<file path="config.mk">
export PLATFORM = sky130hd
export DESIGN_NAME = mem_port_arbiter_flat
export DESIGN_NICKNAME = d
export VERILOG_FILES = /design/src/rtl/mem_port_arbiter_if.sv /design/src/rtl/mem_port_arbiter.sv /design/src/flat_wrapper.sv
export SDC_FILE = /design/constraint.sdc
export NUM_CORES = 1
export LEC_CHECK = 0
export ABC_CLOCK_PERIOD_IN_PS = 3370
export CAP_MARGIN = 20
export CORE_UTILIZATION = 35
export CTS_BUF_LIST = sky130_fd_sc_hd__clkbuf_16
export DETAILED_ROUTE_END_ITERATION = 10
export PLACE_DENSITY = 0.67
export SYNTH_ARGS = -nofsm -noshare
export SYNTH_HDL_FRONTEND = slang
export SYNTH_SLANG_ARGS = --single-unit
</file>
<file path="constraint.sdc">
create_clock -name clk -period 3.37 [get_ports clk]
set_input_delay 0.674 -clock clk [delete_from_list [all_inputs] [get_ports clk]]
set_output_delay 0.674 -clock clk [all_outputs]
set_load 0.02 [all_outputs]
</file>
<file path="src/rtl/mem_port_arbiter_if.sv">
// mem_port_arbiter_if
//   Bundles the three ports that meet at the memory arbiter:
//   - instruction port (i_*): read-only requester from the fetch stage
//   - data port (d_*):        read/write requester from the MEM stage
//   - memory port (m_*):      the single unified port toward memory/cache
//
// Handshake: a requester raises i_read / d_read / d_write as a level and holds
// it, with stable address/data/mask, until the matching one-cycle *_resp pulse.
// It may drop the request or present a new one in the cycle after *_resp.
// On the memory side, m_read / m_write and the m_* payload stay constant until
// the memory answers with a one-cycle m_resp; m_rdata is valid with m_resp.
//
// Modports:
//   slave  - the arbiter (consumes requests, drives responses and m_* commands)
//   master - the environment (CPU stages plus memory model)
interface mem_port_arbiter_if #(
  parameter int ADDR_W = 16,
  parameter int DATA_W = 16
);
  logic              i_read;
  logic [ADDR_W-1:0] i_addr;
  logic [DATA_W-1:0] i_rdata;
  logic              i_resp;

  logic              d_read;
  logic              d_write;
  logic [1:0]        d_wmask;
  logic [ADDR_W-1:0] d_addr;
  logic [DATA_W-1:0] d_wdata;
  logic [DATA_W-1:0] d_rdata;
  logic              d_resp;

  logic              m_read;
  logic              m_write;
  logic [1:0]        m_wmask;
  logic [ADDR_W-1:0] m_addr;
  logic [DATA_W-1:0] m_wdata;
  logic [DATA_W-1:0] m_rdata;
  logic              m_resp;

  modport slave (
    input  i_read, i_addr,
    input  d_read, d_write, d_wmask, d_addr, d_wdata,
    input  m_rdata, m_resp,
    output i_rdata, i_resp,
    output d_rdata, d_resp,
    output m_read, m_write, m_wmask, m_addr, m_wdata
  );

  modport master (
    output i_read, i_addr,
    output d_read, d_write, d_wmask, d_addr, d_wdata,
    output m_rdata, m_resp,
    input  i_rdata, i_resp,
    input  d_rdata, d_resp,
    input  m_read, m_write, m_wmask, m_addr, m_wdata
  );
endinterface

</file>
<file path="src/rtl/mem_port_arbiter.sv">
// mem_port_arbiter
//   Serializes the instruction-read port and the data read/write port of the
//   pipelined core onto one memory port. Data requests win, except that after
//   STARVE_LIMIT consecutive data grants taken while an instruction read was
//   waiting, the instruction read is granted next.
//
// Ports:
//   clk        rising-edge clock
//   rst_n      asynchronous active-low reset
//   bus        mem_port_arbiter_if.slave (i_*, d_*, m_* signal groups)
//   state_dbg  current FSM state (IDLE=0, SERVE_I=1, SERVE_D=2, RESP=3)
//   streak_dbg consecutive-data-grant counter used by the starvation guard
//
// Transaction timing: request sampled at the end of an IDLE cycle, m_* valid
// from the next cycle until m_resp, then one RESP cycle pulsing the granted
// port's *_resp, then back to IDLE (3 cycles per zero-wait transaction).
module mem_port_arbiter #(
  parameter int ADDR_W       = 16,
  parameter int DATA_W       = 16,
  parameter int STARVE_LIMIT = 4
) (
  input  logic                              clk,
  input  logic                              rst_n,
  mem_port_arbiter_if.slave                 bus,
  output logic [1:0]                        state_dbg,
  output logic [$clog2(STARVE_LIMIT+1)-1:0] streak_dbg
);

  localparam int SW = $clog2(STARVE_LIMIT + 1);
  localparam logic [SW-1:0] STREAK_MAX = SW'(STARVE_LIMIT);

  typedef enum logic [1:0] {
    IDLE    = 2'd0,
    SERVE_I = 2'd1,
    SERVE_D = 2'd2,
    RESP    = 2'd3
  } state_t;

  state_t            state;
  state_t            next_state;
  logic [SW-1:0]     streak;
  logic              gnt_d;       // granted port of the current transaction
  logic              m_read_q;
  logic              m_write_q;
  logic [1:0]        m_wmask_q;
  logic [ADDR_W-1:0] m_addr_q;
  logic [DATA_W-1:0] m_wdata_q;
  logic [DATA_W-1:0] i_rdata_q;
  logic [DATA_W-1:0] d_rdata_q;

  logic d_req;
  logic take_d;
  logic take_i;
  logic serving;
  logic done;

  // Grant decision is only meaningful in IDLE; RESP never samples requests.
  assign d_req   = bus.d_read | bus.d_write;
  assign take_d  = (state == IDLE) && d_req && (!bus.i_read || (streak < STREAK_MAX));
  assign take_i  = (state == IDLE) && bus.i_read && !take_d;
  assign serving = (state == SERVE_I) || (state == SERVE_D);
  assign done    = serving && bus.m_resp;

  // State register
  always_ff @(posedge clk or negedge rst_n) begin
    if (!rst_n) begin
      state <= IDLE;
    end else begin
      state <= next_state;
    end
  end

  // Next-state logic
  always_comb begin
    next_state = state;
    case (state)
      IDLE: begin
        if (take_d) begin
          next_state = SERVE_D;
        end else if (take_i) begin
          next_state = SERVE_I;
        end
      end
      SERVE_I, SERVE_D: begin
        if (bus.m_resp) begin
          next_state = RESP;
        end
      end
      RESP:    next_state = IDLE;
      default: next_state = IDLE;
    endcase
  end

  // Output logic
  always_comb begin
    bus.i_resp = 1'b0;
    bus.d_resp = 1'b0;
    if (state == RESP) begin
      bus.i_resp = !gnt_d;
      bus.d_resp = gnt_d;
    end
    state_dbg  = state;
    streak_dbg = streak;
  end

  // Command latches, starvation counter and read-data capture.
  // The strobes are cleared on completion so they are low during RESP; a
  // reset abandons any in-flight command by clearing them asynchronously.
  always_ff @(posedge clk or negedge rst_n) begin
    if (!rst_n) begin
      streak    <= '0;
      gnt_d     <= 1'b0;
      m_read_q  <= 1'b0;
      m_write_q <= 1'b0;
      m_wmask_q <= '0;
      m_addr_q  <= '0;
      m_wdata_q <= '0;
      i_rdata_q <= '0;
      d_rdata_q <= '0;
    end else if (take_d) begin
      gnt_d     <= 1'b1;
      m_read_q  <= !bus.d_write;  // write wins when both are high
      m_write_q <= bus.d_write;
      m_wmask_q <= bus.d_wmask;
      m_addr_q  <= bus.d_addr;
      m_wdata_q <= bus.d_wdata;
      if (!bus.i_read) begin
        streak <= '0;
      end else if (streak != STREAK_MAX) begin
        streak <= streak + SW'(1);
      end
    end else if (take_i) begin
      gnt_d     <= 1'b0;
      m_read_q  <= 1'b1;
      m_write_q <= 1'b0;
      m_wmask_q <= '0;
      m_addr_q  <= bus.i_addr;
      m_wdata_q <= '0;
      streak    <= '0;
    end else if (done) begin
      m_read_q  <= 1'b0;
      m_write_q <= 1'b0;
      if (!m_write_q) begin
        if (state == SERVE_D) begin
          d_rdata_q <= bus.m_rdata;
        end else begin
          i_rdata_q <= bus.m_rdata;
        end
      end
    end
  end

  assign bus.m_read  = m_read_q;
  assign bus.m_write = m_write_q;
  assign bus.m_wmask = m_wmask_q;
  assign bus.m_addr  = m_addr_q;
  assign bus.m_wdata = m_wdata_q;
  assign bus.i_rdata = i_rdata_q;
  assign bus.d_rdata = d_rdata_q;

endmodule

</file>
<file path="src/flat_wrapper.sv">
// flat-port wrapper written by rule: the top's interface ports become plain ports
module mem_port_arbiter_flat 
#(
  parameter int ADDR_W       = 16,
  parameter int DATA_W       = 16,
  parameter int STARVE_LIMIT = 4
)
  (clk, rst_n, state_dbg, streak_dbg, bus_i_read, bus_i_addr, bus_d_read, bus_d_write, bus_d_wmask, bus_d_addr, bus_d_wdata, bus_m_rdata, bus_m_resp, bus_i_rdata, bus_i_resp, bus_d_rdata, bus_d_resp, bus_m_read, bus_m_write, bus_m_wmask, bus_m_addr, bus_m_wdata);
  mem_port_arbiter_if #(.ADDR_W(ADDR_W), .DATA_W(DATA_W)) bus_i ();
  input  logic clk;
  input  logic rst_n;
  output logic [1:0] state_dbg;
  output logic [$clog2(STARVE_LIMIT+1)-1:0] streak_dbg;
  input wire logic [$bits(bus_i.i_read)-1:0] bus_i_read;
  input wire logic [$bits(bus_i.i_addr)-1:0] bus_i_addr;
  input wire logic [$bits(bus_i.d_read)-1:0] bus_d_read;
  input wire logic [$bits(bus_i.d_write)-1:0] bus_d_write;
  input wire logic [$bits(bus_i.d_wmask)-1:0] bus_d_wmask;
  input wire logic [$bits(bus_i.d_addr)-1:0] bus_d_addr;
  input wire logic [$bits(bus_i.d_wdata)-1:0] bus_d_wdata;
  input wire logic [$bits(bus_i.m_rdata)-1:0] bus_m_rdata;
  input wire logic [$bits(bus_i.m_resp)-1:0] bus_m_resp;
  output wire logic [$bits(bus_i.i_rdata)-1:0] bus_i_rdata;
  output wire logic [$bits(bus_i.i_resp)-1:0] bus_i_resp;
  output wire logic [$bits(bus_i.d_rdata)-1:0] bus_d_rdata;
  output wire logic [$bits(bus_i.d_resp)-1:0] bus_d_resp;
  output wire logic [$bits(bus_i.m_read)-1:0] bus_m_read;
  output wire logic [$bits(bus_i.m_write)-1:0] bus_m_write;
  output wire logic [$bits(bus_i.m_wmask)-1:0] bus_m_wmask;
  output wire logic [$bits(bus_i.m_addr)-1:0] bus_m_addr;
  output wire logic [$bits(bus_i.m_wdata)-1:0] bus_m_wdata;
  assign bus_i.i_read = bus_i_read;
  assign bus_i.i_addr = bus_i_addr;
  assign bus_i.d_read = bus_d_read;
  assign bus_i.d_write = bus_d_write;
  assign bus_i.d_wmask = bus_d_wmask;
  assign bus_i.d_addr = bus_d_addr;
  assign bus_i.d_wdata = bus_d_wdata;
  assign bus_i.m_rdata = bus_m_rdata;
  assign bus_i.m_resp = bus_m_resp;
  assign bus_i_rdata = bus_i.i_rdata;
  assign bus_i_resp = bus_i.i_resp;
  assign bus_d_rdata = bus_i.d_rdata;
  assign bus_d_resp = bus_i.d_resp;
  assign bus_m_read = bus_i.m_read;
  assign bus_m_write = bus_i.m_write;
  assign bus_m_wmask = bus_i.m_wmask;
  assign bus_m_addr = bus_i.m_addr;
  assign bus_m_wdata = bus_i.m_wdata;
  mem_port_arbiter #(.ADDR_W(ADDR_W), .DATA_W(DATA_W), .STARVE_LIMIT(STARVE_LIMIT)) u_core (.clk(clk), .rst_n(rst_n), .bus(bus_i), .state_dbg(state_dbg), .streak_dbg(streak_dbg));
endmodule
</file>
==> reports/metrics.cfg <==
[synth]
synth_compound_area_share_pct=17.0
synth_ff_type=dfrtp_1
synth_top_cell_by_area=dfrtp_1
syn_avg_cell_area_um2=12.7
synthMuxAreaShare_pct=12.7
ys_warn_count=0
synth-seq-cells=74
synth-simple-area-share_pct=4.94
synthCells=247
synthAdderAreaFrac_pct=2.39
synth_common_cells=74 x dfrtp_1, 22 x mux2_2
syn_nets=325
post-synth-top-count-cell=dfrtp_1
synth-xor-area-share_pct=0
yosysUniqueCellTypes=29
synth_edf_count=0
seq_area_frac_synth_pct=58.9
yosys-top-cells-area=dfrtp_1 59%, mux2_2 7.9%, a22o_1 5.0%
async_reset_ff_share_pct=100
synth_area_um2=3140
yosysTopAreaCellShare_pct=58.9
synth_top_family_by_area=compound AO/OA/AOI/OAI gates

[routing]
routed_via_density=5.03
drc=0
wire_per_inst_um=16.1
drt.antenna.violating_nets=0
drtIter0Drc=126
wl_mm=8.17
dr.pass1.iters=4
via_count=2543

[clocking]
ctsHoldBuffers=0
cts_made_buffers=9
clockRootBuffer=clkbuf_16
clk_pin_slew_ps=60
cts_resized=0
cts_buffer_depth=2
post_cts_buffers=0
cts_tree=yes
htree_levels=3
cts_num_sinks=74
insertion_delay_ps=330

[floorplanning]
core-area_um2=8720
die-area_um2=9360
die_h_um=96.7
io_pins=147
rows=34
die_w_um=96.7
start_util_pct=36.0

[timing]
setup_viol=0
clock_skew_ps=4.96
rsz0062_at_grt=false
drv_slew=0
finalCriticalPeriod_ps=2420
relSlewSlack_pct=38.6
finalHoldViolCount=0
fmax_mhz=413
tns_ps=0
layout_worst_path_cycle_share_pct=71.8
worst_slew_pin_slew_ps=921

[finish]
drive_gt1_share_pct=14.6
syn_to_final_growth_pct=61.2
nets=471
antenna_cells=0
nFillCells=747

[grt]
grt_pass1_vias=2508
gr-usage-all-layers_pct=18.2
grt-ovfl-total=0
grt_pass1_wl_mm=13.4
antenna_found_initial=0
grt_max_degree=75

[setup_path]
path_class=input port to flop
arrival_ps=2630
endpoint_kind=flop
worstPathMaxFanout=16
cp.required_ps=3580
cp-start-kind=input port

[power_and_ir_drop]
leakage_nw=2.15
p_per_area_nw_per_um2=1070
finalPower_mw=5.42
vdd_drop_max_v=0.000382

[status]
status=complete, no violations

[run]
maxCapViolCount=0

[placed_design]
place.gp.congestion=0.742
io_buffers=146
place_hpwl_mm=5.70

[min_path]
hold_path_class=input port to async pin

## critical path, cell delays in order
cell and delay [ps]:
clkdlybuf4s50_1 540, o31a_1 390, or4_4 660, mux2_4 350
## flip-flops by register name, indices dropped and copies added (netlist names)
register,cells
u_core.bus.d_rdata,16
u_core.bus.i_rdata,16
u_core.bus.m_addr,16
u_core.bus.m_read,1
u_core.bus.m_wdata,16
u_core.bus.m_wmask,2
u_core.bus.m_write,1
u_core.gnt_d,1
u_core.state_dbg,2
u_core.streak_dbg,3
## layer usage
layer	GRT usage, %	part of all wire (%)	up-vias
li1	-	-	1199
met1	24.9	45	1227
met2	27.6	47	115
met3	6.43	7.5	2
met4	4.48	0.45	0
met5	0	0	-
## cell type report
| cell class | instances | area (um^2) | share of cell area (%) |
|---|---|---|---|
| repair buffers | 153 | 1520 | 30.1 |
| well taps | 108 | 135 | 2.67 |
| clock buffers | 9 | 225 | 4.45 |
| clock inverters | 7 | 131 | 2.59 |
| inverters | 5 | 18.8 | 0.371 |
| flip-flops and latches | 74 | 1850 | 36.6 |
| multi-input cells | 150 | 1180 | 23.3 |
## cells in the final DEF, fill, tap and decap left out, drive strengths merged, types with 3 or more instances in the layout
master | Yosys | final
a21oi | 18 | 18
mux2 | 32 | 32
clkinv | 0 | 3
o21ai | 19 | 19
a31oi | 17 | 17
inv | 5 | 5
nand2 | 4 | 4
bufinv | 0 | 4
nor2 | 18 | 18
buf | 5 | 8
a22o | 18 | 18
clkbuf | 13 | 9
ha | 6 | 6
dfrtp | 74 | 74
clkdlybuf4s50 | 0 | 145
## cells by family after synthesis
group | count (synthesis)
buffers and inverters | 23
AND/OR/NAND/NOR | 30
AO/OA/AOI/OAI | 82
adder cells (fa/ha/maj) | 6
flip-flops | 74
multiplexers | 32
## stage by stage
stage / hold slack, ps / worst slack, ps / instances / cell area, um^2 / utilization (%)
floorplan: 378 / 994 / 247 / 3140 / -
global placement: 476 / 646 / 490 / 4710 / 54.0
detailed placement: 486 / 629 / 490 / 4710 / 54.0
CTS: 498 / 963 / 506 / 5060 / 58.1
global route: 516 / 883 / 506 / 5060 / 58.1
finish: 465 / 949 / 506 / 5060 / 58.1
## worst paths after layout
kind / start / slack [ps] / to / cells past startpoint
setup / recovery: bus_d_write / 950 / u_core.bus.i_rdata[5] / 4
hold / removal: rst_n / 460 / u_core.bus.d_rdata[7] / 1
setup reg to reg: u_core.state_dbg[0] / 1220 / u_core.bus.m_write / 6
hold reg to reg: u_core.gnt_d / 500 / u_core.gnt_d / 1
max in group asynchronous: rst_n / 2290 / u_core.bus.m_addr[9] / 1
min in group clk: u_core.gnt_d / 500 / u_core.gnt_d / 1
## where the power goes
part	switching (mW)	total, mW	internal, mW	leakage [nW]
Combinational	1.31	2.70	1.39	1.09
Clock	0.350	1.14	0.790	0.172
Sequential	0.250	1.58	1.33	0.890
Total	1.91	5.42	3.51	2.15
Power figures use the tool's default switching activity.
